--- config.mk ---
export PLATFORM = sky130hd
export DESIGN_NAME = pipeline_hazard_controller_flat
export DESIGN_NICKNAME = d
export VERILOG_FILES = /design/src/rtl/pipeline_ctrl_pkg.sv /design/src/rtl/pipeline_hazard_controller_if.sv /design/src/rtl/load_use_detector.sv /design/src/rtl/pipeline_hazard_controller.sv /design/src/flat_wrapper.sv
export SDC_FILE = /design/constraint.sdc
export NUM_CORES = 1
export LEC_CHECK = 0
export CAP_MARGIN = 20
export CORE_UTILIZATION = 34
export DETAILED_ROUTE_END_ITERATION = 16
export GPL_TIMING_DRIVEN = 0
export PLACE_DENSITY = 0.76
export SYNTH_ARGS = -nofsm -noshare
export SYNTH_HDL_FRONTEND = slang
export SYNTH_HIERARCHICAL = 1
export SYNTH_SLANG_ARGS = --single-unit
--- constraint.sdc ---
create_clock -name clk -period 2.2 [get_ports clk]
set_input_delay 0.55 -clock clk [delete_from_list [all_inputs] [get_ports clk]]
set_output_delay 0.55 -clock clk [all_outputs]
set_load 0.005 [all_outputs]
--- src/rtl/pipeline_ctrl_pkg.sv ---
// Shared definitions for the pipeline sequencing logic.
// Holds the controller state encoding, the NOP instruction loaded by the pipeline registers on a
// flush or bubble, the default register-index width and the control-output bundle with helpers
// for its two common settings (normal and freeze).
package pipeline_ctrl_pkg;

    localparam int unsigned REG_ADDR_W = 5;

    // addi x0, x0, 0
    localparam logic [31:0] NOP_INSTR = 32'h0000_0013;

    localparam logic [1:0] RUN      = 2'd0;
    localparam logic [1:0] MEM_WAIT = 2'd1;
    localparam logic [1:0] HALT     = 2'd2;

    typedef enum logic [1:0] {
        StRun     = RUN,
        StMemWait = MEM_WAIT,
        StHalt    = HALT
    } ctrl_state_e;

    typedef struct packed {
        logic pc_write;
        logic ifid_write;
        logic ifid_flush;
        logic idex_bubble;
        logic stage_hold;
        logic memwb_bubble;
        logic halted;
    } ctrl_out_t;

    function automatic ctrl_out_t normal_set();
        ctrl_out_t c;
        c            = '0;
        c.pc_write   = 1'b1;
        c.ifid_write = 1'b1;
        return c;
    endfunction

    // Whole pipeline held; MEM/WB drains a NOP so WB never retires the stalled access twice.
    function automatic ctrl_out_t freeze_set();
        ctrl_out_t c;
        c              = '0;
        c.stage_hold   = 1'b1;
        c.memwb_bubble = 1'b1;
        return c;
    endfunction

endpackage

--- src/rtl/pipeline_hazard_controller_if.sv ---
// Signal bundle between the pipeline datapath and the hazard controller.
// slave  : used by the controller (reads ID/EX/MEM status, drives pipeline control).
// master : used by the datapath or a testbench (drives status, reads control).
interface pipeline_hazard_controller_if #(
    parameter int unsigned REG_ADDR_W  = 5,
    parameter int unsigned STALL_CNT_W = 16
);
    logic [REG_ADDR_W-1:0]  id_rs1_i;
    logic [REG_ADDR_W-1:0]  id_rs2_i;
    logic                   id_uses_rs1_i;
    logic                   id_uses_rs2_i;
    logic [REG_ADDR_W-1:0]  ex_rd_i;
    logic                   ex_mem_read_i;
    logic                   ex_branch_taken_i;
    logic                   mem_req_i;
    logic                   mem_ready_i;
    logic                   pc_write_o;
    logic                   ifid_write_o;
    logic                   ifid_flush_o;
    logic                   idex_bubble_o;
    logic                   stage_hold_o;
    logic                   memwb_bubble_o;
    logic                   halted_o;
    logic [STALL_CNT_W-1:0] stall_count_o;

    modport slave (
        input  id_rs1_i, id_rs2_i, id_uses_rs1_i, id_uses_rs2_i, ex_rd_i, ex_mem_read_i,
               ex_branch_taken_i, mem_req_i, mem_ready_i,
        output pc_write_o, ifid_write_o, ifid_flush_o, idex_bubble_o, stage_hold_o,
               memwb_bubble_o, halted_o, stall_count_o
    );

    modport master (
        output id_rs1_i, id_rs2_i, id_uses_rs1_i, id_uses_rs2_i, ex_rd_i, ex_mem_read_i,
               ex_branch_taken_i, mem_req_i, mem_ready_i,
        input  pc_write_o, ifid_write_o, ifid_flush_o, idex_bubble_o, stage_hold_o,
               memwb_bubble_o, halted_o, stall_count_o
    );
endinterface

--- src/rtl/load_use_detector.sv ---
// Combinational load-use hazard compare.
// Flags when the load in EX writes a register that the instruction in ID actually reads.
// x0 is never a hazard since writes to it are discarded.
// Ports: rs1/rs2/uses_rs1/uses_rs2 (ID operands), ex_rd/ex_mem_read (EX load), hazard (flag).
module load_use_detector #(
    parameter int unsigned REG_ADDR_W = 5
) (
    input  logic [REG_ADDR_W-1:0] rs1,
    input  logic [REG_ADDR_W-1:0] rs2,
    input  logic                  uses_rs1,
    input  logic                  uses_rs2,
    input  logic [REG_ADDR_W-1:0] ex_rd,
    input  logic                  ex_mem_read,
    output logic                  hazard
);
    always_comb begin
        hazard = ex_mem_read && (ex_rd != '0) &&
                 ((uses_rs1 && (rs1 == ex_rd)) || (uses_rs2 && (rs2 == ex_rd)));
    end
endmodule

--- src/rtl/pipeline_hazard_controller.sv ---
// Central sequencing block for the 5-stage pipeline.
// Stalls on load-use, flushes on taken branches, freezes while data memory is not ready and
// halts the core after MEM_TIMEOUT wait cycles. Outputs are Mealy (state + current inputs).
// Ports: clk, reset (synchronous, active-high), bus (slave modport of
// pipeline_hazard_controller_if carrying ID/EX/MEM status in and pipeline control out).
// Build option: HAZARD_STALL_PERF_EN adds the saturating stall-cycle counter on stall_count_o;
// without it stall_count_o is tied to zero.
module pipeline_hazard_controller
    import pipeline_ctrl_pkg::*;
#(
    parameter int unsigned REG_ADDR_W  = pipeline_ctrl_pkg::REG_ADDR_W,
    parameter int unsigned MEM_TIMEOUT = 15,
    parameter int unsigned STALL_CNT_W = 16
) (
    input logic                         clk,
    input logic                         reset,
    pipeline_hazard_controller_if.slave bus
);
    ctrl_state_e state_q, state_d;
    logic [7:0]  wait_cnt_q, wait_cnt_d;
    ctrl_out_t   ctrl;
    ctrl_out_t   run_ctrl;
    logic        load_use;

    load_use_detector #(
        .REG_ADDR_W (REG_ADDR_W)
    ) u_load_use_detector (
        .rs1         (bus.id_rs1_i),
        .rs2         (bus.id_rs2_i),
        .uses_rs1    (bus.id_uses_rs1_i),
        .uses_rs2    (bus.id_uses_rs2_i),
        .ex_rd       (bus.ex_rd_i),
        .ex_mem_read (bus.ex_mem_read_i),
        .hazard      (load_use)
    );

    // Branch/load-use/normal decision, shared by RUN and by MEM_WAIT on release since EX and ID
    // were held and still carry the same instructions.
    always_comb begin
        run_ctrl = normal_set();
        if (bus.ex_branch_taken_i) begin
            // ID instruction is killed, so any load-use against it is moot.
            run_ctrl.ifid_flush  = 1'b1;
            run_ctrl.idex_bubble = 1'b1;
        end else if (load_use) begin
            run_ctrl.pc_write    = 1'b0;
            run_ctrl.ifid_write  = 1'b0;
            run_ctrl.idex_bubble = 1'b1;
        end
    end

    always_comb begin
        ctrl       = normal_set();
        state_d    = state_q;
        wait_cnt_d = wait_cnt_q;
        if (!reset) begin
            case (state_q)
                StRun: begin
                    if (bus.mem_req_i && !bus.mem_ready_i) begin
                        ctrl       = freeze_set();
                        state_d    = StMemWait;
                        wait_cnt_d = 8'd1;
                    end else begin
                        ctrl = run_ctrl;
                    end
                end
                StMemWait: begin
                    if (bus.mem_ready_i) begin
                        ctrl       = run_ctrl;
                        state_d    = StRun;
                        wait_cnt_d = 8'd0;
                    end else begin
                        ctrl       = freeze_set();
                        wait_cnt_d = wait_cnt_q + 8'd1;
                        if (wait_cnt_q == 8'(MEM_TIMEOUT)) begin
                            state_d = StHalt;
                        end
                    end
                end
                StHalt: begin
                    ctrl        = freeze_set();
                    ctrl.halted = 1'b1;
                end
                default: begin
                    state_d    = StRun;
                    wait_cnt_d = 8'd0;
                end
            endcase
        end
    end

    always_ff @(posedge clk) begin
        if (reset) begin
            state_q    <= StRun;
            wait_cnt_q <= 8'd0;
        end else begin
            state_q    <= state_d;
            wait_cnt_q <= wait_cnt_d;
        end
    end

    assign bus.pc_write_o     = ctrl.pc_write;
    assign bus.ifid_write_o   = ctrl.ifid_write;
    assign bus.ifid_flush_o   = ctrl.ifid_flush;
    assign bus.idex_bubble_o  = ctrl.idex_bubble;
    assign bus.stage_hold_o   = ctrl.stage_hold;
    assign bus.memwb_bubble_o = ctrl.memwb_bubble;
    assign bus.halted_o       = ctrl.halted;

`ifdef HAZARD_STALL_PERF_EN
    logic [STALL_CNT_W-1:0] stall_count_q;

    // Saturates rather than wrapping so a long halt cannot look like a short run.
    always_ff @(posedge clk) begin
        if (reset) begin
            stall_count_q <= '0;
        end else if (!ctrl.pc_write && (stall_count_q != '1)) begin
            stall_count_q <= stall_count_q + 1'b1;
        end
    end

    assign bus.stall_count_o = stall_count_q;
`else
    assign bus.stall_count_o = '0;
`endif

endmodule

--- src/flat_wrapper.sv ---
// flat-port wrapper written by rule: the top's interface ports become plain ports
module pipeline_hazard_controller_flat import pipeline_ctrl_pkg::*;
#(
    parameter int unsigned REG_ADDR_W  = pipeline_ctrl_pkg::REG_ADDR_W,
    parameter int unsigned MEM_TIMEOUT = 15,
    parameter int unsigned STALL_CNT_W = 16
)
  (clk, reset, bus_id_rs1_i, bus_id_rs2_i, bus_id_uses_rs1_i, bus_id_uses_rs2_i, bus_ex_rd_i, bus_ex_mem_read_i, bus_ex_branch_taken_i, bus_mem_req_i, bus_mem_ready_i, bus_pc_write_o, bus_ifid_write_o, bus_ifid_flush_o, bus_idex_bubble_o, bus_stage_hold_o, bus_memwb_bubble_o, bus_halted_o, bus_stall_count_o);
  pipeline_hazard_controller_if #(.REG_ADDR_W(REG_ADDR_W), .STALL_CNT_W(STALL_CNT_W)) bus_i ();
  input logic clk;
  input logic reset;
  input wire logic [$bits(bus_i.id_rs1_i)-1:0] bus_id_rs1_i;
  input wire logic [$bits(bus_i.id_rs2_i)-1:0] bus_id_rs2_i;
  input wire logic [$bits(bus_i.id_uses_rs1_i)-1:0] bus_id_uses_rs1_i;
  input wire logic [$bits(bus_i.id_uses_rs2_i)-1:0] bus_id_uses_rs2_i;
  input wire logic [$bits(bus_i.ex_rd_i)-1:0] bus_ex_rd_i;
  input wire logic [$bits(bus_i.ex_mem_read_i)-1:0] bus_ex_mem_read_i;
  input wire logic [$bits(bus_i.ex_branch_taken_i)-1:0] bus_ex_branch_taken_i;
  input wire logic [$bits(bus_i.mem_req_i)-1:0] bus_mem_req_i;
  input wire logic [$bits(bus_i.mem_ready_i)-1:0] bus_mem_ready_i;
  output wire logic [$bits(bus_i.pc_write_o)-1:0] bus_pc_write_o;
  output wire logic [$bits(bus_i.ifid_write_o)-1:0] bus_ifid_write_o;
  output wire logic [$bits(bus_i.ifid_flush_o)-1:0] bus_ifid_flush_o;
  output wire logic [$bits(bus_i.idex_bubble_o)-1:0] bus_idex_bubble_o;
  output wire logic [$bits(bus_i.stage_hold_o)-1:0] bus_stage_hold_o;
  output wire logic [$bits(bus_i.memwb_bubble_o)-1:0] bus_memwb_bubble_o;
  output wire logic [$bits(bus_i.halted_o)-1:0] bus_halted_o;
  output wire logic [$bits(bus_i.stall_count_o)-1:0] bus_stall_count_o;
  assign bus_i.id_rs1_i = bus_id_rs1_i;
  assign bus_i.id_rs2_i = bus_id_rs2_i;
  assign bus_i.id_uses_rs1_i = bus_id_uses_rs1_i;
  assign bus_i.id_uses_rs2_i = bus_id_uses_rs2_i;
  assign bus_i.ex_rd_i = bus_ex_rd_i;
  assign bus_i.ex_mem_read_i = bus_ex_mem_read_i;
  assign bus_i.ex_branch_taken_i = bus_ex_branch_taken_i;
  assign bus_i.mem_req_i = bus_mem_req_i;
  assign bus_i.mem_ready_i = bus_mem_ready_i;
  assign bus_pc_write_o = bus_i.pc_write_o;
  assign bus_ifid_write_o = bus_i.ifid_write_o;
  assign bus_ifid_flush_o = bus_i.ifid_flush_o;
  assign bus_idex_bubble_o = bus_i.idex_bubble_o;
  assign bus_stage_hold_o = bus_i.stage_hold_o;
  assign bus_memwb_bubble_o = bus_i.memwb_bubble_o;
  assign bus_halted_o = bus_i.halted_o;
  assign bus_stall_count_o = bus_i.stall_count_o;
  pipeline_hazard_controller #(.REG_ADDR_W(REG_ADDR_W), .MEM_TIMEOUT(MEM_TIMEOUT), .STALL_CNT_W(STALL_CNT_W)) u_core (.clk(clk), .reset(reset), .bus(bus_i));
endmodule
======== Word-level counts from Yosys, hierarchy flattened ========
Cells that the tools add are included.
operators by class
  $add $sub $neg .......................... 1
  order comparisons ....................... 0
  bitwise gates (word level) .............. 1
  equality and inequality tests ........... 7
  shift operators ......................... 0
  muxes and demuxes ....................... 16
  divide/modulo/power cells ............... 0
  reductions and logical operators ........ 11
  multiply operators ...................... 0
operators with widths
  cell                                                   number
  one-hot mux 8 bit (3 select lines)                     1
  2-to-1 mux 7 bit                                       3
  one-hot mux 7 bit (3 select lines)                     1
  2-to-1 mux 8 bit                                       2
  equality test 5 bit                                    2
  2-to-1 mux 2 bit                                       5
  adder 8 x 1 -> 8 bit, second input constant            1
  equality test 8 x 4 -> 1 bit, second input constant    1
  one-hot mux 2 bit (3 select lines)                     1
  logical AND 1 bit                                      5
  nonzero test 5 bit                                     1
  2-to-1 mux 1 bit                                       3
  inequality test 3 x 2 -> 1 bit, second input constant  1
  AND reduction 3 bit                                    1
  equality test 2 x 1 -> 1 bit, second input constant    1
  equality test 2 bit, second input constant             1
  logical NOT 2 bit                                      1
  inequality test 2 x 1 -> 1 bit, second input constant  1
  AND reduction 2 bit                                    1
  logical NOT 1 bit                                      1
  logical OR 1 bit                                       1
  NOT 1 bit                                              1
word-level totals
  memories kept ........................... 0
  bits in registers ....................... 10
  output and inout bits ................... 23
  RAM bits ................................ 0
  logic and storage cells ................. 38
  bits of input ports ..................... 23
  bits in latches ......................... 0
  bits in read-only memories .............. 0

======== Depth between registers and ports, before layout ========
Gate-level depths: netlist of run 1.
  word-level depth ........................ 9
  depth in mapped cells ................... 7
  gate-level depth less buffers ........... 6

======== By module ========
The synthesis of run 1 kept the hierarchy.
by module, submodules not included
  module                      area each (um2)  sequential area each (um2)  instances  cells an instance
  pipeline_hazard_controller  670.6            200.2                       1          82
  load_use_detector           133.9            0.0                         1          17

======== Worst setup path before layout of run 1 ========
No wires, ideal clock.
  path kind ............................... input -> output
  start ................................... input port bus_ex_rd_i[1]
  end ..................................... output port bus_pc_write_o
  arrival ................................. 1.734 ns
  required time ........................... 1.650 ns
  buffers on the path ..................... 1
  setup slack ............................. -0.084 ns
  cell stages on the path ................. 6
  path through ............................ or4_1 -> o21ai_1 -> a21oi_1 -> nor2b_1 -> o21ai_0 -> buf_4
between the ends
  longest elaborated chain between the ends .. 9
  elaborated cells between the ends (all ways) .. 14
  classes of those cells .................. eq/ne (2); mux (6); reduce/logical (6)
ends and longest elaborated chain
  what                                    RTL line                                                            text
  start: declaration                      flat_wrapper.sv:16                                                  input wire logic [$bits(bus_i.ex_rd_i)-1:0] bus_ex_rd_i;
  equality test 5 bit                     load_use_detector.sv:18                                             ((uses_rs1 && (rs1 == ex_rd)) || (uses_rs2 && (rs2 == ex_rd)));
  logical AND 1 bit                       load_use_detector.sv:18
  logical OR 1 bit                        load_use_detector.sv:18
  logical AND 1 bit (*)                   load_use_detector.sv:17                                             hazard = ex_mem_read && (ex_rd != '0) &&
  named net u_core.load_use               pipeline_hazard_controller.sv:23                                    logic load_use;
  2-to-1 mux 2 bit (*)                    pipeline_hazard_controller.sv:45                                    end else if (load_use) begin
  2-to-1 mux 2 bit (*)                    pipeline_hazard_controller.sv:41                                    if (bus.ex_branch_taken_i) begin
  2-to-1 mux 7 bit (on tied branches)     pipeline_hazard_controller.sv:68, pipeline_hazard_controller.sv:59
  one-hot mux 7 bit (3 select lines) (*)  pipeline_hazard_controller.sv:57                                    case (state_q)
  2-to-1 mux 7 bit (*)                    pipeline_hazard_controller.sv:56                                    if (!reset) begin
  end: declaration                        flat_wrapper.sv:21                                                  output wire logic [$bits(bus_i.pc_write_o)-1:0] bus_pc_write_o;
Mark *: on every way through the listed nets, which the timed path passes. The rest lies on a longest branch.

======== Final worst setup path of run 1 ========
  start ................................... input port bus_id_rs2_i[1]
  end ..................................... output port bus_pc_write_o
between the ends
  longest elaborated chain between the ends .. 9
  elaborated cells between the ends (all ways) .. 10
  classes of those cells .................. eq/ne (1); mux (6); reduce/logical (3)
ends and longest elaborated chain
  what                                    RTL line                                                            text
  start: declaration                      flat_wrapper.sv:13                                                  input wire logic [$bits(bus_i.id_rs2_i)-1:0] bus_id_rs2_i;
  equality test 5 bit (*)                 load_use_detector.sv:18
  logical AND 1 bit (*)                   load_use_detector.sv:18
  logical OR 1 bit (*)                    load_use_detector.sv:18
  logical AND 1 bit (*)                   load_use_detector.sv:17
  named net u_core.load_use               pipeline_hazard_controller.sv:23
  2-to-1 mux 2 bit (*)                    pipeline_hazard_controller.sv:45
  2-to-1 mux 2 bit (*)                    pipeline_hazard_controller.sv:41
  2-to-1 mux 7 bit (on tied branches)     pipeline_hazard_controller.sv:68, pipeline_hazard_controller.sv:59
  one-hot mux 7 bit (3 select lines) (*)  pipeline_hazard_controller.sv:57
  2-to-1 mux 7 bit (*)                    pipeline_hazard_controller.sv:56
Marks and branches as above.

==> impl_results.html, run 1 <==
<table>
<tr><th>Metric</th><th>Value</th></tr>
<tr><th colspan="2">Status</th></tr>
<tr><td>Status</td><td>complete, but fails checks</td></tr>
<tr><td>Violated checks</td><td>setup timing</td></tr>
<tr><th colspan="2">STA</th></tr>
<tr><td>Highest achievable clock rate</td><td>0.415 GHz</td></tr>
<tr><td>Worst slew margin relative to its limit</td><td>0.575</td></tr>
<tr><td># setup viols final</td><td>3</td></tr>
<tr><td>Slew Limit Fails</td><td>0</td></tr>
<tr><td>Minimum period implied by the final worst setup slack</td><td>2410 ps</td></tr>
<tr><td>Final setup margin</td><td>-212 ps</td></tr>
<tr><td>Transition time at the pin with the least slew margin</td><td>635 ps</td></tr>
<tr><td>Final clock skew</td><td>5.08 ps</td></tr>
<tr><td>Share of the clock period used by the worst path</td><td>1.10</td></tr>
<tr><td>Final Hold Vio Count</td><td>0</td></tr>
<tr><td>RSZ-0062 raised after global routing</td><td>yes</td></tr>
<tr><th colspan="2">GRT</th></tr>
<tr><td>First-pass GRT wire length</td><td>2.90 mm</td></tr>
<tr><td>Total global routing overflow</td><td>0</td></tr>
<tr><td>Number of antenna violations at the first check in global routing</td><td>0</td></tr>
<tr><td>Overall Global Routing Usage</td><td>0.149</td></tr>
<tr><td>Pin count of the biggest net entering global routing</td><td>11</td></tr>
<tr><td>Number of global-route vias before repair</td><td>749</td></tr>
<tr><th colspan="2">Place</th></tr>
<tr><td>RePlAce Congestion</td><td>0.758</td></tr>
<tr><td>Post-Place Cells</td><td>171</td></tr>
<tr><td>Number of I/O port buffers</td><td>29</td></tr>
<tr><td>Half-perimeter wire length after placement</td><td>1.47 mm</td></tr>
<tr><td>Total placed instance area</td><td>1190 um2</td></tr>
<tr><th colspan="2">Floorplanning</th></tr>
<tr><td>Die span in x</td><td>50.6 um</td></tr>
<tr><td>Die height</td><td>50.6 um</td></tr>
<tr><td>Area inside the core boundary</td><td>2210 um2</td></tr>
<tr><td>Number of rows in the core area</td><td>17</td></tr>
<tr><td>Area of the die</td><td>2560 um2</td></tr>
<tr><td>Effective utilization at floorplan</td><td>0.364</td></tr>
<tr><td>Top Ports</td><td>46</td></tr>
<tr><th colspan="2">Clocking</th></tr>
<tr><td>Number of buffers on the longest clock path</td><td>2</td></tr>
<tr><td># clock sinks</td><td>10</td></tr>
<tr><td>Number of buffers inserted during clock tree synthesis</td><td>3</td></tr>
<tr><td>Clk root buf</td><td>sky130_fd_sc_hd__clkbuf_4</td></tr>
<tr><td>Number of buffers added to fix hold violations after cts</td><td>0</td></tr>
<tr><td>TritonCTS clock tree</td><td>done</td></tr>
<tr><td>Clock input transition at the sequential cells of the worst setup and hold paths</td><td>60 ps</td></tr>
<tr><td>Clock latency on the worst-skew pair</td><td>260 ps</td></tr>
<tr><td>Max H-tree Level</td><td>1</td></tr>
<tr><th colspan="2">Cells and area</th></tr>
<tr><td>Area growth syn-to-layout</td><td>58.5%</td></tr>
<tr><td>Total Nets Final</td><td>176</td></tr>
<tr><td>Leading cell type in the layout, fill and taps excluded</td><td>sky130_fd_sc_hd__buf_4</td></tr>
<tr><td>Fraction of layout instances using a drive strength above 1</td><td>0.397</td></tr>
<tr><td>Final standard cell count with taps included and fillers excluded</td><td>179</td></tr>
<tr><td>Top library cells by usage in the layout, fill and taps aside</td><td>sky130_fd_sc_hd__buf_4, sky130_fd_sc_hd__conb_1, sky130_fd_sc_hd__xor2_1, sky130_fd_sc_hd__buf_2, sky130_fd_sc_hd__dfxtp_1</td></tr>
<tr><td>Area of all placed cells without fillers</td><td>1270 um2</td></tr>
<tr><td>Number of antenna diodes</td><td>0</td></tr>
<tr><td>FILL cells</td><td>210</td></tr>
<tr><th colspan="2">Worst setup path</th></tr>
<tr><td>Arrival time of data at the critical path endpoint</td><td>1860 ps</td></tr>
<tr><td>Startpoint type of the worst setup path</td><td>primary input</td></tr>
<tr><td>Worst-path fanout max</td><td>2</td></tr>
<tr><td>Depth of the worst register-to-register path</td><td>4</td></tr>
<tr><td>Required @ worst endpoint</td><td>1650 ps</td></tr>
<tr><td>Setup Crit Path Kind</td><td>primary input to primary output</td></tr>
<tr><td>Nature of the critical path endpoint</td><td>primary output</td></tr>
<tr><th colspan="2">Pwr</th></tr>
<tr><td>Power per standard cell area</td><td>387 nW/um2</td></tr>
<tr><td>Comb pwr share</td><td>0.291</td></tr>
<tr><td>Total internal power</td><td>369 uW</td></tr>
<tr><td>Share of total power in sequential cells</td><td>0.381</td></tr>
<tr><td>Switching Share</td><td>0.252</td></tr>
<tr><td>Leak</td><td>0.000568 uW</td></tr>
<tr><td>Clk network pwr share</td><td>0.328</td></tr>
<tr><td>Overall power after layout</td><td>493 uW</td></tr>
<tr><td>Worst supply voltage drop on vdd</td><td>201 uV</td></tr>
<tr><td>Switching power</td><td>124 uW</td></tr>
<tr><th colspan="2">Run</th></tr>
<tr><td>Max-cap check violation count</td><td>0</td></tr>
<tr><th colspan="2">Route</th></tr>
<tr><td>DR WL/cell</td><td>10.5 um</td></tr>
<tr><td>Final antenna-violating net count</td><td>0</td></tr>
<tr><td>Via-per-instance ratio</td><td>4.52</td></tr>
<tr><td>Starting DRC count in detailed routing</td><td>9</td></tr>
<tr><td>Total number of vias</td><td>809</td></tr>
<tr><td>First-pass iteration count of the detailed router</td><td>4</td></tr>
<tr><td>DR DRC count</td><td>0</td></tr>
<tr><td>Wirelength, routed</td><td>1.87 mm</td></tr>
<tr><th colspan="2">Yosys</th></tr>
<tr><td>Distinct cells, synth</td><td>30</td></tr>
<tr><td>Yosys warns</td><td>6</td></tr>
<tr><td>Share of flip-flops with an asynchronous set or reset after synthesis</td><td>0</td></tr>
<tr><td>Post-synthesis cell area</td><td>805 um2</td></tr>
<tr><td>Sequential fraction of the synthesis area</td><td>0.249</td></tr>
<tr><td>Post-synthesis register bit count</td><td>10</td></tr>
<tr><td>Mean area per synthesized cell</td><td>8.13 um2</td></tr>
<tr><td>Synthesized instance count</td><td>99</td></tr>
<tr><td>Number of enable flip-flop cells after synthesis</td><td>0</td></tr>
<tr><td>Primary flip-flop cell chosen by synthesis mapping</td><td>sky130_fd_sc_hd__dfxtp_1</td></tr>
<tr><th colspan="2">Hold path</th></tr>
<tr><td>Worst hold path type</td><td>flip-flop to flip-flop</td></tr>
<tr><td>Worst hold path depth</td><td>2</td></tr>
</table>
## per-layer routing
layer  vias to the layer above  GRT usage  share of wire
li1                        419          -              -
met1                       362      0.155           0.39
met2                        26      0.282           0.56
met3                         2     0.0212          0.036
met4                         0     0.0833          0.012
met5                         -          0              0
## sequential cells by signal, summed over array words and instances, names as in the netlist
signal             cells
u_core/wait_cnt_q      8
u_core/state_q         2
## power groups by stage
| stage | clock (uW) | combinational (uW) | sequential, uW |
|---|---|---|---|
| after floorplan | 0 | 69.4 | 191 |
| after global placement | 0 | 132 | 192 |
| after detailed placement | 0 | 135 | 192 |
| after CTS | 166 | 135 | 188 |
| after global routing | 176 | 157 | 189 |
| final | 162 | 144 | 188 |
## cells in the mapped netlist (2+ instances only)
cell type	count	area [um2]
sky130_fd_sc_hd__o21ba_2	2	20.0
sky130_fd_sc_hd__nor3_1	4	20.0
sky130_fd_sc_hd__dfxtp_1	10	200
sky130_fd_sc_hd__a21oi_1	6	30.0
sky130_fd_sc_hd__o21a_1	3	22.5
sky130_fd_sc_hd__nor2_1	9	33.8
sky130_fd_sc_hd__inv_1	3	11.3
sky130_fd_sc_hd__nor4_1	3	18.8
sky130_fd_sc_hd__nand3_1	3	15.0
sky130_fd_sc_hd__xor2_1	11	96.3
sky130_fd_sc_hd__buf_4	18	135
sky130_fd_sc_hd__o21ai_0	5	25.0
sky130_fd_sc_hd__o2111ai_1	2	17.5
sky130_fd_sc_hd__xnor2_1	2	17.5
sky130_fd_sc_hd__nand2_1	3	11.3
## cell type report
cell class	instances	area, um2	area share
multi-input combinational	82	557	0.437
timing repair buffer	33	288	0.226
sequential	10	201	0.158
buffer	19	146	0.115
clock buffer	4	36.3	0.0285
tap	28	35.0	0.0275
inverter	3	11.3	0.00883
## critical path, cell delays in order
cell and delay (ps):
sky130_fd_sc_hd__buf_6 90, sky130_fd_sc_hd__xor2_1 150, sky130_fd_sc_hd__nor4_1 310, sky130_fd_sc_hd__nand3_1 130, sky130_fd_sc_hd__a21oi_2 180, sky130_fd_sc_hd__nor2b_4 160
sky130_fd_sc_hd__o21ai_2 70, sky130_fd_sc_hd__buf_4 130, sky130_fd_sc_hd__buf_6 100
## worst paths after layout
check | startpoint | slack, ps | end
max | bus_id_rs2_i[1] | -210 | bus_pc_write_o
min | u_core/wait_cnt_q[7] | 490 | u_core/wait_cnt_q[7]
max reg2reg | u_core/state_q[1] | 470 | u_core/state_q[0]
min reg2reg | u_core/wait_cnt_q[7] | 490 | u_core/wait_cnt_q[7]
## logic make-up (layout without fill, tap and decap cells)
group | count (synthesis) | after routing | synth area share
compound gates | 21 | 21 | 0.177
fa+ha+maj | 1 | 1 | 0.0155
flops | 10 | 10 | 0.249
simple gates | 31 | 31 | 0.224
buf+inv | 22 | 59 | 0.188
xor+xnor | 13 | 13 | 0.142
other cells | 1 | 16 | 0.00466
## per-stage QoR
stage	util	hold WS (ps)	setup WS [ps]	setup TNS, ps
global route	0.576	531	-328	-759
CTS	0.560	495	-259	-494
floorplan	-	458	-4.07	-4.07
finish	0.576	494	-212	-443
detailed placement	0.536	482	-1040	-5290
global placement	0.536	472	-993	-4790
## what timing repair did
| action | CTS | global route |
|---|---|---|
| buffers inserted | 2 | 2 |
| endpoints found under the setup margin | 7 | 4 |
| gates cloned | 0 | 0 |
| pin swaps | 15 | 7 |
| gates resized for setup | 85 | 16 |
Note: power is estimated with default switching activity, not from simulation.
==> run 2, diff against run 1 <==
--- a/config.mk
+++ b/config.mk
@@ -6,6 +6,7 @@
 export NUM_CORES = 1
 export LEC_CHECK = 0
 export CAP_MARGIN = 20
+export CORE_ASPECT_RATIO = 0.75
 export CORE_UTILIZATION = 34
 export DETAILED_ROUTE_END_ITERATION = 16
 export GPL_TIMING_DRIVEN = 0
==> run 2 against run 1 <==
Maximum frequency shrank 1.4%. Via count down 2.7%. First-iteration DRC count is 11% higher. The flow still finishes with violations (setup timing). Power is 8.2% lower. Largest power group unchanged. Clock power shrank 25%. Die area is essentially flat. Largest cell class unchanged. Sequential share of layout area barely moved. Final cell count increased by 1.1%. Register-to-register slack gained 40 ps. Critical path depth unchanged.
==> impl_results.html, run 2 (synthesized netlist as in run 1, its figures left out) <==
<table>
<tr><th>Metric</th><th>Value</th></tr>
<tr><th colspan="2">Status</th></tr>
<tr><td>Status</td><td>complete, but fails checks</td></tr>
<tr><td>Violated checks</td><td>setup timing</td></tr>
<tr><th colspan="2">Cells and area</th></tr>
<tr><td>Area occupied by multi-input gates</td><td>572 um2 (+2.7%)</td></tr>
<tr><td>Final standard cell count with taps included and fillers excluded</td><td>181 (+1.1%)</td></tr>
<tr><td>Area growth syn-to-layout</td><td>58.0%</td></tr>
<tr><td>Top library cells by usage in the layout, fill and taps aside</td><td>sky130_fd_sc_hd__buf_4, sky130_fd_sc_hd__conb_1, sky130_fd_sc_hd__xor2_1, sky130_fd_sc_hd__dfxtp_1</td></tr>
<tr><td>Largest registers ranked by flip-flop count</td><td>u_core/wait_cnt_q: 8 flops, u_core/state_q: 2 flops</td></tr>
<tr><td>Fraction of layout instances using a drive strength above 1</td><td>0.396 (-0.00138)</td></tr>
<tr><td>Area of all placed cells without fillers</td><td>1270 um2 (-0.29%)</td></tr>
<tr><td>Register ranked first by flip-flop count</td><td>u_core/wait_cnt_q</td></tr>
<tr><td>Sequential Area</td><td>201 um2 (unchanged)</td></tr>
<tr><td>Number of antenna diodes</td><td>0 (unchanged)</td></tr>
<tr><td>Leading cell type in the layout, fill and taps excluded</td><td>sky130_fd_sc_hd__buf_4</td></tr>
<tr><td>Total Nets Final</td><td>175 (-0.57%)</td></tr>
<tr><td>FILL cells</td><td>202 (-3.8%)</td></tr>
<tr><td>Flip-flop count of the largest register after layout</td><td>8 (unchanged)</td></tr>
<tr><th colspan="2">STA</th></tr>
<tr><td>Minimum period implied by the final worst setup slack</td><td>2450 ps (+34.3 ps)</td></tr>
<tr><td>Final clock skew</td><td>1.17 ps (-3.91 ps)</td></tr>
<tr><td>Final Hold Vio Count</td><td>0 (unchanged)</td></tr>
<tr><td>Worst slew margin relative to its limit</td><td>0.602 (+0.0272)</td></tr>
<tr><td># setup viols final</td><td>3 (unchanged)</td></tr>
<tr><td>Hold_ws</td><td>526 ps (+32.5 ps)</td></tr>
<tr><td>Transition time at the pin with the least slew margin</td><td>594 ps (-40.6 ps)</td></tr>
<tr><td>Final setup margin</td><td>-246 ps (-34.3 ps)</td></tr>
<tr><td>Share of the clock period used by the worst path</td><td>1.11 (+0.0156)</td></tr>
<tr><td>Slew Limit Fails</td><td>0 (unchanged)</td></tr>
<tr><td>RSZ-0062 raised after global routing</td><td>yes</td></tr>
<tr><td>Highest achievable clock rate</td><td>0.409 GHz (-1.4%)</td></tr>
<tr><th colspan="2">Worst setup path</th></tr>
<tr><td>Arrival time of data at the critical path endpoint</td><td>1900 ps (+40 ps)</td></tr>
<tr><td>Required @ worst endpoint</td><td>1650 ps (about the same)</td></tr>
<tr><td>Worst-path fanout max</td><td>2 (unchanged)</td></tr>
<tr><td>Nature of the critical path endpoint</td><td>primary output</td></tr>
<tr><td>Setup Crit Path Kind</td><td>primary input to primary output</td></tr>
<tr><td>Startpoint type of the worst setup path</td><td>primary input</td></tr>
<tr><th colspan="2">Run</th></tr>
<tr><td>Max-cap check violation count</td><td>0 (unchanged)</td></tr>
<tr><th colspan="2">Place</th></tr>
<tr><td>Half-perimeter wire length after placement</td><td>1.59 mm (+8.5%)</td></tr>
<tr><td>Post-Place Cells</td><td>175 (+2.3%)</td></tr>
<tr><td>Total placed instance area</td><td>1190 um2 (+0.42%)</td></tr>
<tr><td>RePlAce Congestion</td><td>0.780 (+3.0%)</td></tr>
<tr><td>Number of I/O port buffers</td><td>29 (unchanged)</td></tr>
<tr><th colspan="2">GRT</th></tr>
<tr><td>Overall Global Routing Usage</td><td>0.166 (+0.0164)</td></tr>
<tr><td>Number of global-route vias before repair</td><td>742 (-0.93%)</td></tr>
<tr><td>Number of antenna violations at the first check in global routing</td><td>0 (unchanged)</td></tr>
<tr><td>First-pass GRT wire length</td><td>3.22 mm (+11%)</td></tr>
<tr><td>Pin count of the biggest net entering global routing</td><td>11 (unchanged)</td></tr>
<tr><td>Total global routing overflow</td><td>0 (unchanged)</td></tr>
<tr><th colspan="2">Pwr</th></tr>
<tr><td>Clk network pwr share</td><td>0.268 (-0.060)</td></tr>
<tr><td>Leak</td><td>0.000585 uW (+3.1%)</td></tr>
<tr><td>Switching Share</td><td>0.272 (+0.0200)</td></tr>
<tr><td>Power per standard cell area</td><td>356 nW/um2 (-7.9%)</td></tr>
<tr><td>Switching power</td><td>123 uW (-0.94%)</td></tr>
<tr><td>Comb pwr share</td><td>0.317 (+0.026)</td></tr>
<tr><td>Total internal power</td><td>330 uW (-11%)</td></tr>
<tr><td>Worst supply voltage drop on vdd</td><td>274 uV (+37%)</td></tr>
<tr><td>Share of total power in sequential cells</td><td>0.415 (+0.034)</td></tr>
<tr><th colspan="2">Floorplanning</th></tr>
<tr><td>Top Ports</td><td>46 (unchanged)</td></tr>
<tr><td>Effective utilization at floorplan</td><td>0.380 (+0.0159)</td></tr>
<tr><td>Die span in x</td><td>58.2 um (+15%)</td></tr>
<tr><td>Area inside the core boundary</td><td>2120 um2 (-4.2%)</td></tr>
<tr><td>Number of rows in the core area</td><td>14 (-3)</td></tr>
<tr><td>Die height</td><td>44.1 um (-13%)</td></tr>
<tr><td>Area of the die</td><td>2570 um2 (about the same)</td></tr>
<tr><th colspan="2">Route</th></tr>
<tr><td>DR WL/cell</td><td>11.0 um (+4.8%)</td></tr>
<tr><td>First-pass iteration count of the detailed router</td><td>4 (unchanged)</td></tr>
<tr><td>Wirelength, routed</td><td>1.98 mm (+6.0%)</td></tr>
<tr><td>Starting DRC count in detailed routing</td><td>10 (+1)</td></tr>
<tr><td>DR DRC count</td><td>0 (unchanged)</td></tr>
<tr><td>Via-per-instance ratio</td><td>4.35 (-3.8%)</td></tr>
<tr><td>Final antenna-violating net count</td><td>0 (unchanged)</td></tr>
<tr><td>Total number of vias</td><td>787 (-2.7%)</td></tr>
<tr><th colspan="2">Clocking</th></tr>
<tr><td>TritonCTS clock tree</td><td>done</td></tr>
<tr><td>Number of buffers on the longest clock path</td><td>2 (unchanged)</td></tr>
<tr><td>Clock latency on the worst-skew pair</td><td>260 ps (about the same)</td></tr>
<tr><td># clock sinks</td><td>10 (unchanged)</td></tr>
<tr><td>Clock input transition at the sequential cells of the worst setup and hold paths</td><td>60 ps (about the same)</td></tr>
<tr><td>Clk root buf</td><td>sky130_fd_sc_hd__clkbuf_4</td></tr>
<tr><td>Number of buffers inserted during clock tree synthesis</td><td>3 (unchanged)</td></tr>
<tr><td>Max H-tree Level</td><td>1 (unchanged)</td></tr>
<tr><td>Number of buffers added to fix hold violations after cts</td><td>0 (unchanged)</td></tr>
<tr><th colspan="2">Hold path</th></tr>
<tr><td>Worst hold path type</td><td>flip-flop to flip-flop</td></tr>
</table>
-- run 2: cell count changes in the layout (fill, tap and decap cells not counted), moves of 2 or more --
cell / change
sky130_fd_sc_hd__buf_8: -2
sky130_fd_sc_hd__clkdlybuf4s50_1: -2
sky130_fd_sc_hd__dlymetal6s2s_1: +2
sky130_fd_sc_hd__xor2_1: -2
sky130_fd_sc_hd__xor2_2: +2
-- run 2: path summary, 6_finish.rpt --
| check | from | to | slack, ps | depth (start not counted) |
|---|---|---|---|---|
| max reg2reg | u_core/wait_cnt_q[0] | u_core/state_q[0] | 510 | 4 |
| min reg2reg | u_core/wait_cnt_q[7] | u_core/wait_cnt_q[7] | 530 | 2 |
| min | u_core/wait_cnt_q[7] | u_core/wait_cnt_q[7] | 530 | 2 |
| max | bus_id_rs1_i[4] | bus_pc_write_o | -250 | 9 |
-- run 2: through the flow --
stage	setup TNS [ps]	power [uW]	setup WS [ps]	util
floorplan	-4.07	260	-4.07	-
global placement	-4840	324	-1020	0.562
detailed placement	-5240	327	-1060	0.562
CTS	-706	452	-244	0.586
global route	-788	485	-330	0.600
finish	-483	453	-246	0.600
-- run 2: power by group through the flow --
stage,combinational (uW),sequential [uW],clock (uW)
after floorplan,69.4,191,0
after global placement,132,192,0
after detailed placement,135,192,0
after CTS,137,188,127
after global routing,157,188,140
final,143,188,122
-- run 2: what timing repair did --
| action | in CTS | in global routing |
|---|---|---|
| gates resized for setup | 86 | 10 |
| setup endpoints to repair | 7 | 5 |
| buffers inserted | 1 | 2 |
| pin swaps | 18 | 10 |
-- run 2: area by class of cell --
| class | count | area share |
|---|---|---|
| Sequential cell | 10 | 0.158 |
| Inverter | 3 | 0.00886 |
| Tap cell | 32 | 0.0315 |
| Multi-Input combinational cell | 82 | 0.450 |
| Clock buffer | 3 | 0.0177 |
| Buffer | 19 | 0.115 |
| Timing Repair Buffer | 32 | 0.219 |
-- run 2: routing by layer --
metal / track usage / share of wire
met5: 0 / 0
met4: 0.00952 / 0
met3: 0.0643 / 0.048
met2: 0.299 / 0.52
met1: 0.197 / 0.43
-- run 2: critical path: stages --
cell and delay (ps):
sky130_fd_sc_hd__clkdlybuf4s15_1 170, sky130_fd_sc_hd__xor2_1 160, sky130_fd_sc_hd__nor4_2 220, sky130_fd_sc_hd__nand3_1 140, sky130_fd_sc_hd__a21oi_2 180, sky130_fd_sc_hd__nor2b_1 150, sky130_fd_sc_hd__o21ai_1 80, sky130_fd_sc_hd__buf_4 140
sky130_fd_sc_hd__buf_6 100
==> run 3, diff against run 2 <==
--- a/config.mk
+++ b/config.mk
@@ -9,8 +9,9 @@
 export CORE_ASPECT_RATIO = 0.75
 export CORE_UTILIZATION = 34
 export DETAILED_ROUTE_END_ITERATION = 16
+export GPL_ROUTABILITY_DRIVEN = 0
 export GPL_TIMING_DRIVEN = 0
-export PLACE_DENSITY = 0.76
+export PLACE_DENSITY = 0.74
 export SYNTH_ARGS = -nofsm -noshare
 export SYNTH_HDL_FRONTEND = slang
 export SYNTH_HIERARCHICAL = 1
==> run 3 against run 2 <==
The flow still finishes with violations (setup timing). Flip-flop and latch count unchanged. Combinational power about the same. Hold slack got worse by 20 ps. First-iteration DRC count grew to 3.4 times the previous value. Clock power hardly changed. Critical path type unchanged.
==> impl_results.html, run 3 (synthesized netlist as in run 1, its figures left out) <==
<table>
<tr><th>Metric</th><th>Value</th></tr>
<tr><th colspan="2">Pwr</th></tr>
<tr><td>Power per standard cell area</td><td>360 nW/um2 (+1.1%)</td></tr>
<tr><td>Worst supply voltage drop on vdd</td><td>241 uV (-12%)</td></tr>
<tr><td>Leak</td><td>0.000557 uW (-4.9%)</td></tr>
<tr><th colspan="2">Route</th></tr>
<tr><td>Total number of vias</td><td>794 (+0.89%)</td></tr>
<tr><td>Wirelength, routed</td><td>2.13 mm (+7.3%)</td></tr>
<tr><td>Final antenna-violating net count</td><td>0 (unchanged)</td></tr>
<tr><td>Starting DRC count in detailed routing</td><td>34 (+24)</td></tr>
<tr><td>Via-per-instance ratio</td><td>4.44 (+2.0%)</td></tr>
<tr><td>DR WL/cell</td><td>11.9 um (+8.5%)</td></tr>
<tr><td>First-pass iteration count of the detailed router</td><td>4 (unchanged)</td></tr>
<tr><td>DR DRC count</td><td>0 (unchanged)</td></tr>
<tr><th colspan="2">Floorplanning</th></tr>
<tr><td>Area inside the core boundary</td><td>2120 um2 (unchanged)</td></tr>
<tr><td>Die height</td><td>44.1 um (unchanged)</td></tr>
<tr><td>Area of the die</td><td>2570 um2 (unchanged)</td></tr>
<tr><td>Top Ports</td><td>46 (unchanged)</td></tr>
<tr><td>Effective utilization at floorplan</td><td>0.380 (unchanged)</td></tr>
<tr><td>Die span in x</td><td>58.2 um (unchanged)</td></tr>
<tr><td>Number of rows in the core area</td><td>14 (unchanged)</td></tr>
<tr><th colspan="2">STA</th></tr>
<tr><td>Highest achievable clock rate</td><td>0.417 GHz (+1.9%)</td></tr>
<tr><td>Minimum period implied by the final worst setup slack</td><td>2400 ps (-45.8 ps)</td></tr>
<tr><td>Final Hold Vio Count</td><td>0 (unchanged)</td></tr>
<tr><td># setup viols final</td><td>3 (unchanged)</td></tr>
<tr><td>Slew Limit Fails</td><td>0 (unchanged)</td></tr>
<tr><td>Final setup margin</td><td>-201 ps (+45.8 ps)</td></tr>
<tr><td>Worst slew margin relative to its limit</td><td>0.551 (-0.0512)</td></tr>
<tr><td>Final clock skew</td><td>2.20 ps (+1.04 ps)</td></tr>
<tr><td>Share of the clock period used by the worst path</td><td>1.09 (-0.0208)</td></tr>
<tr><td>Transition time at the pin with the least slew margin</td><td>671 ps (+76.5 ps)</td></tr>
<tr><td>Setup TNS</td><td>-386 ps (+97.2 ps)</td></tr>
<tr><td>RSZ-0062 raised after global routing</td><td>yes</td></tr>
<tr><td>Hold_ws</td><td>506 ps (-20.2 ps)</td></tr>
<tr><th colspan="2">Cells and area</th></tr>
<tr><td>Largest registers ranked by flip-flop count</td><td>u_core/wait_cnt_q: 8 flops, u_core/state_q: 2 flops</td></tr>
<tr><td>Area occupied by multi-input gates</td><td>567 um2 (-0.88%)</td></tr>
<tr><td>Utilization after layout</td><td>0.598 (-0.00177)</td></tr>
<tr><td>Sequential Area</td><td>201 um2 (unchanged)</td></tr>
<tr><td>Top library cells by usage in the layout, fill and taps aside</td><td>sky130_fd_sc_hd__buf_4, sky130_fd_sc_hd__conb_1, sky130_fd_sc_hd__dfxtp_1, sky130_fd_sc_hd__nor2_1, sky130_fd_sc_hd__xor2_1</td></tr>
<tr><td>Number of antenna diodes</td><td>0 (unchanged)</td></tr>
<tr><td>Leading cell type in the layout, fill and taps excluded</td><td>sky130_fd_sc_hd__buf_4</td></tr>
<tr><td>Final standard cell count with taps included and fillers excluded</td><td>179 (-1.1%)</td></tr>
<tr><td>Fraction of layout instances using a drive strength above 1</td><td>0.395 (-0.00142)</td></tr>
<tr><td>FILL cells</td><td>196 (-3.0%)</td></tr>
<tr><td>Area growth syn-to-layout</td><td>57.5%</td></tr>
<tr><td>Flip-flop count of the largest register after layout</td><td>8 (unchanged)</td></tr>
<tr><td>Register ranked first by flip-flop count</td><td>u_core/wait_cnt_q</td></tr>
<tr><td>Area of all placed cells without fillers</td><td>1270 um2 (-0.29%)</td></tr>
<tr><td>Total Nets Final</td><td>173 (-1.1%)</td></tr>
<tr><th colspan="2">Hold path</th></tr>
<tr><td>Worst hold path depth</td><td>2 (unchanged)</td></tr>
<tr><td>Worst hold path type</td><td>flip-flop to flip-flop</td></tr>
<tr><th colspan="2">GRT</th></tr>
<tr><td>Number of antenna violations at the first check in global routing</td><td>0 (unchanged)</td></tr>
<tr><td>Overall Global Routing Usage</td><td>0.168 (+0.00199)</td></tr>
<tr><td>Pin count of the biggest net entering global routing</td><td>11 (unchanged)</td></tr>
<tr><td>Number of global-route vias before repair</td><td>655 (-12%)</td></tr>
<tr><td>Total global routing overflow</td><td>0 (unchanged)</td></tr>
<tr><td>First-pass GRT wire length</td><td>3.18 mm (-1.1%)</td></tr>
<tr><th colspan="2">Run</th></tr>
<tr><td>Max-cap check violation count</td><td>0 (unchanged)</td></tr>
<tr><th colspan="2">Clocking</th></tr>
<tr><td>Number of buffers added to fix hold violations after cts</td><td>0 (unchanged)</td></tr>
<tr><td># clock sinks</td><td>10 (unchanged)</td></tr>
<tr><td>Number of buffers inserted during clock tree synthesis</td><td>3 (unchanged)</td></tr>
<tr><td>Clock input transition at the sequential cells of the worst setup and hold paths</td><td>60 ps (about the same)</td></tr>
<tr><td>Clock latency on the worst-skew pair</td><td>260 ps (about the same)</td></tr>
<tr><td>Clk root buf</td><td>sky130_fd_sc_hd__clkbuf_4</td></tr>
<tr><td>Number of buffers on the longest clock path</td><td>2 (unchanged)</td></tr>
<tr><td>TritonCTS clock tree</td><td>done</td></tr>
<tr><td>Max H-tree Level</td><td>1 (unchanged)</td></tr>
<tr><th colspan="2">Status</th></tr>
<tr><td>Violated checks</td><td>setup timing</td></tr>
<tr><td>Status</td><td>complete, but fails checks</td></tr>
<tr><th colspan="2">Place</th></tr>
<tr><td>Number of I/O port buffers</td><td>29 (unchanged)</td></tr>
<tr><td>Total placed instance area</td><td>1190 um2 (unchanged)</td></tr>
<tr><td>Post-Place Cells</td><td>175 (unchanged)</td></tr>
<tr><td>Half-perimeter wire length after placement</td><td>1.58 mm (-0.41%)</td></tr>
<tr><th colspan="2">Worst setup path</th></tr>
<tr><td>Startpoint type of the worst setup path</td><td>primary input</td></tr>
<tr><td>Setup Crit Path Kind</td><td>primary input to primary output</td></tr>
<tr><td>Required @ worst endpoint</td><td>1650 ps (about the same)</td></tr>
<tr><td>Nature of the critical path endpoint</td><td>primary output</td></tr>
<tr><td>Depth of the worst register-to-register path</td><td>4 (unchanged)</td></tr>
<tr><td>Worst-path fanout max</td><td>2 (unchanged)</td></tr>
<tr><td>Arrival time of data at the critical path endpoint</td><td>1850 ps (-50 ps)</td></tr>
</table>
run 3: changes by cell type in the layout (fill, tap and decap cells not counted), moves of 2 or more:
cell,previous run,this run
sky130_fd_sc_hd__dlymetal6s2s_1,3,1
sky130_fd_sc_hd__dlygate4sd2_1,3,5
sky130_fd_sc_hd__buf_2,8,5
sky130_fd_sc_hd__buf_4,22,19
sky130_fd_sc_hd__buf_8,0,2
sky130_fd_sc_hd__o21ai_2,1,3
run 3: stage by stage:
step	worst slack, ps	power, uW
after global routing	-280	481
after detailed placement	-1030	328
after floorplan	-4.07	260
final	-201	456
after CTS	-225	451
after global placement	-989	325
run 3: final cells by class:
type,count,share of cell area
buffer,19,0.115
clock buffer,3,0.0178
inverter,3,0.00888
multi-input combinational,82,0.447
sequential,10,0.159
tap,32,0.0316
timing repair buffer,30,0.220
run 3: per-layer routing:
| layer | wire [um] | vias up | track usage |
|---|---|---|---|
| met3 | 130 | 2 | 0.0351 |
| met2 | 981 | 35 | 0.274 |
| met4 | 21 | 0 | 0.0619 |
| li1 | - | 406 | - |
| met5 | 0 | - | 0 |
| met1 | 994 | 351 | 0.221 |
run 3: path summary, 6_finish.rpt:
path                                            from  slack, ps                    to
worst max-delay path                 bus_id_rs1_i[0]       -200        bus_pc_write_o
worst min-delay path            u_core/wait_cnt_q[7]        510  u_core/wait_cnt_q[7]
worst max register to register  u_core/wait_cnt_q[0]        530     u_core/state_q[0]
worst min register to register  u_core/wait_cnt_q[7]        510  u_core/wait_cnt_q[7]
run 3: critical path: stages:
cell	delay [ps]
sky130_fd_sc_hd__clkbuf_2	90
sky130_fd_sc_hd__xor2_1	160
sky130_fd_sc_hd__nor4_2	290
sky130_fd_sc_hd__nand3_1	120
sky130_fd_sc_hd__a21oi_2	180
sky130_fd_sc_hd__nor2b_4	160
sky130_fd_sc_hd__o21ai_2	60
sky130_fd_sc_hd__buf_4	140
sky130_fd_sc_hd__buf_6	100
run 3: timing repair:
| item | 4_1_cts | 5_1_grt |
|---|---|---|
| buffers inserted | 1 | 0 |
| endpoints found under the setup margin | 7 | 4 |
| pin swaps | 14 | 13 |
| resized for setup | 88 | 14 |
run 3: report_power, final:
group / internal [uW] / leakage (uW) / total, uW / switching [uW]
logic: 83.2 / 0.000461 / 145 / 62.1
clock network: 63.1 / 0.0000138 / 123 / 60.0
registers: 184 / 0.0000815 / 188 / 3.82
